## config.mk

```make
export PLATFORM = sky130hd
export DESIGN_NAME = avalon_io_adapter
export DESIGN_NICKNAME = d
export VERILOG_FILES = /design/src/rtl/avalon_io_adapter.sv
export SDC_FILE = /design/constraint.sdc
export NUM_CORES = 1
export LEC_CHECK = 0
export CORE_MARGIN = 4
export CORE_UTILIZATION = 44
export CTS_BUF_LIST = sky130_fd_sc_hd__clkbuf_8
export DETAILED_ROUTE_END_ITERATION = 6
export PLACE_DENSITY = 0.84
export SETUP_SLACK_MARGIN = 0.05
export SLEW_MARGIN = 20
export SYNTH_ARGS = -nofsm -noshare
export SYNTH_HDL_FRONTEND = slang
export SYNTH_SLANG_ARGS = --single-unit
```

## constraint.sdc

```tcl
create_clock -name clk -period 2.65 [get_ports clk]
set_input_delay 0.795 -clock clk [delete_from_list [all_inputs] [get_ports clk]]
set_output_delay 0.795 -clock clk [all_outputs]
set_load 0.01 [all_outputs]
```

## src/rtl/avalon_io_adapter.sv

```systemverilog
// Avalon-MM slave to single-cycle I/O bridge adapter with a fixed read latency.
// Define AVIO_POSTED_WR_EN to complete Avalon writes in their acceptance cycle.
module avalon_io_adapter #(
    parameter int unsigned READ_LAT = 1
) (
    input  logic        clk,
    input  logic        reset_n,
    input  logic [29:0] avs_address,
    input  logic [3:0]  avs_byteenable,
    input  logic        avs_read,
    input  logic        avs_write,
    input  logic [31:0] avs_writedata,
    output logic [31:0] avs_readdata,
    output logic        avs_waitrequest,
    output logic        io_rw,
    output logic [3:0]  io_byte_enable,
    output logic [29:0] io_address,
    output logic [31:0] io_write_data,
    input  logic [31:0] io_read_data,
    output logic        busy
);

    typedef enum logic [1:0] {
        IDLE,
        WRITE,
        READ_WAIT,
        READ_DONE
    } state_e;

    state_e      state_q, state_d;
    logic [3:0]  cnt_q, cnt_d;
    logic [29:0] addr_q, addr_d;
    logic [3:0]  be_q, be_d;
    logic [31:0] wdata_q, wdata_d;
    logic [31:0] rdata_q, rdata_d;
    logic        wait_d;

    always_ff @(posedge clk) begin
        if (!reset_n) begin
            state_q <= IDLE;
            cnt_q   <= 4'd0;
            addr_q  <= 30'd0;
            be_q    <= 4'd0;
            wdata_q <= 32'd0;
            rdata_q <= 32'd0;
        end else begin
            state_q <= state_d;
            cnt_q   <= cnt_d;
            addr_q  <= addr_d;
            be_q    <= be_d;
            wdata_q <= wdata_d;
            rdata_q <= rdata_d;
        end
    end

    always_comb begin
        state_d = state_q;
        cnt_d   = cnt_q;
        addr_d  = addr_q;
        be_d    = be_q;
        wdata_d = wdata_q;
        rdata_d = rdata_q;
        wait_d  = 1'b1;
        unique case (state_q)
            IDLE: begin
                // A simultaneous read and write is serviced as a write.
                if (avs_write) begin
                    addr_d  = avs_address;
                    be_d    = avs_byteenable;
                    wdata_d = avs_writedata;
                    state_d = WRITE;
`ifdef AVIO_POSTED_WR_EN
                    wait_d  = 1'b0;
`endif
                end else if (avs_read) begin
                    addr_d  = avs_address;
                    be_d    = avs_byteenable;
                    cnt_d   = 4'(READ_LAT);
                    state_d = READ_WAIT;
                end
            end
            WRITE: begin
`ifndef AVIO_POSTED_WR_EN
                wait_d  = 1'b0;
`endif
                state_d = IDLE;
            end
            READ_WAIT: begin
                cnt_d = cnt_q - 4'd1;
                if (cnt_q == 4'd1) begin
                    rdata_d = io_read_data;
                    state_d = READ_DONE;
                end
            end
            READ_DONE: begin
                wait_d  = 1'b0;
                state_d = IDLE;
            end
        endcase
    end

    assign avs_waitrequest = wait_d | ~reset_n;
    assign avs_readdata    = rdata_q;
    assign io_rw           = (state_q == WRITE);
    assign io_address      = addr_q;
    assign io_byte_enable  = be_q;
    assign io_write_data   = wdata_q;
    assign busy            = (state_q != IDLE);

endmodule

```

==> results.yml <==
clock_network:
  path_clk_slew_ns: 0.09
  clk_latency_ns: 0.35
  cts_setup_buffers: 0
  cts-resized-gates: 0
  cts_tree: "done"
  cts_buffer_depth: 2
  hold_buffers: 0
  clockRootBuffer: "clkbuf_8"
  cts.sinks: 104
  numCtsBuffers: 9
  cts_htree_levels: 3
global_route:
  grt_pass1_wl_mm: 17.3
  overflow: 0
  grt_pass1_vias: 3682
  antenna_found_initial: 0
  grt_max_degree: 74
  grt_usage_pct: 20.4
sta:
  fmax_mhz: 415
  drv_slew: 0
  tightest_slew_ns: 0.659
  tns_ns: 0
  period_share_pct: 91.0
  setup_viol: 0
  hold_viol: 0
  skew_ns: 0.0104
  min_period_ns: 2.41
  rsz0062_at_grt: "no"
  maxSlewHeadroom_pct: 56.1
synthesis:
  netlist_instances: 474
  yosysMostFrequentCell: "nand2_1"
  syn_avg_cell_area_um2: 8.42
  synth_top_cell_by_area: "dfxtp_1"
  synth_edf_count: 0
  ys_ff_latch: 104
  synth_top_flop_cell: "dfxtp_1"
  synth_common_cells: "nand2_1, dfxtp_1, a21oi_1"
  async_flop_share_pct: 0
  synth_nets: 578
  synth_top_area_share_pct: 52.2
  synth_cell_types: 29
  ys_warn_count: 0
  synth_area_leaders: "dfxtp_1, nand2_1, a21oi_1, mux2i_1, nand3_1"
  synth_area_mm2: 0.00399
  synth-seq-area-share_pct: 52.2
floorplanning:
  num_rows: 34
  dieWidth_um: 103
  io_pins: 203
  initial_utilization_pct: 45.5
  core_mm2: 0.00876
  die_h_um: 103
  die_area_mm2: 0.0107
drt:
  wl_mm: 11.4
  num_vias: 3933
  wire_per_inst_um: 14.8
  drt_pre_antenna_iters: 4
  drt_iter0_markers: 91
  ant_nets: 0
  drc: 0
  vias_per_cell: 5.11
worst_setup_path:
  cp_cell_sequence: "nor2_2 -> inv_1 -> clkdlybuf4s50_1"
  arrival_ns: 1.62
  crit_fanout: 11
  ff2ff_setup_slack_ns: 0.96
  endpoint_kind: "output pin"
  critical_path_required_ns: 1.86
  cp-start-kind: "flip-flop"
  slowest_stage: "clkdlybuf4s50_1"
  slowest_delay_ns: 0.58
  path_class: "reg2out"
power:
  p_leak_nw: 2.27
  power.total_mw: 3.33
  ir_drop_uv: 266
  powerDensity_mw_per_mm2: 533
placement:
  dp_hpwl_mm: 8.46
  port_buffers: 202
  routabilityCongestion: 0.815
finish:
  drive_gt1_share_pct: 5.30
  n_antenna_cell: 0
  area_growth_pct: 56.6
  final_net_count: 760
flow_run:
  maxCapViolations: 0
min_path:
  min_path_type: "reg2reg"
run_status:
  outcome: "completed"
path summary, 6_finish.rpt:
| path | startpoint | to | cells past startpoint |
|---|---|---|---|
| min reg2reg | avs_readdata[9] | avs_readdata[9] | 2 |
| min | avs_readdata[9] | avs_readdata[9] | 2 |
| max reg2reg | state_q[0] | avs_readdata[19] | 4 |
| max | state_q[0] | busy | 3 |
metal layers:
metal	GRT usage (%)	part of all wire, %
met5	0	0
met4	7.37	1.8
met1	24.7	39
met3	7.04	11
met2	33.9	48
through the flow:
| step | std cells | area [um^2] | util, % | setup slack [ns] | hold slack [ns] |
|---|---|---|---|---|---|
| floorplan | 474 | 3990 | - | 0.412 | 0.446 |
| global placement | 753 | 6050 | 69.0 | 0.195 | 0.440 |
| detailed placement | 753 | 6050 | 69.0 | 0.161 | 0.448 |
| CTS | 769 | 6250 | 71.3 | 0.106 | 0.461 |
| global route | 769 | 6250 | 71.3 | 0.101 | 0.476 |
| finish | 769 | 6250 | 71.3 | 0.240 | 0.457 |
worst max-delay path: cells and delay by family (launching register included):
family,cells,cell delay [ns]
buffers and inverters,2,0.76
flip-flops,1,0.45
AND/OR/NAND/NOR,1,0.06
state kept, by name, indices dropped and copies added (netlist names):
register	cells
avs_readdata	32
io_write_data	32
io_address	30
cnt_q	4
io_byte_enable	4
state_q	2
final cells by class:
cell class              instances  area (um^2)
repair buffers                210         2090
inverters                       5         18.8
multi-input cells             326         1730
flip-flops and latches        104         2080
clock inverters                 7         71.3
well taps                     108          135
fillers                       674         2510
clock buffers                   9          124
kinds of logic (layout without fill, tap and decap cells):
logic type               count (synthesis)  in the layout  synth area share [%]
adder cells (fa/ha/maj)                  2              2                 0.627
flip-flops                             104            104                  52.2
buffers and inverters                   44            231                  4.77
multiplexers                            34             34                  8.53
AND/OR/NAND/NOR                        184            184                  20.4
AO/OA/AOI/OAI                          106            106                  13.5
where the power goes:
group / switching [mW] / internal [mW] / leakage [nW]
Combinational: 0.292 / 0.371 / 1.32
Sequential: 0.0543 / 1.65 / 0.851
Clock: 0.520 / 0.437 / 0.0970
layout by cell type, fill, tap and decap left out, types with 5 or more instances in the layout:
cell type / count
a21oi_1: 70
dfxtp_1: 102
nand3_1: 36
clkbuf_8: 9
o21ai_0: 34
buf_4: 7
inv_1: 5
clkdlybuf4s50_1: 201
mux2i_1: 34
nand2_1: 130
Note: power is estimated with default switching activity, not from simulation.
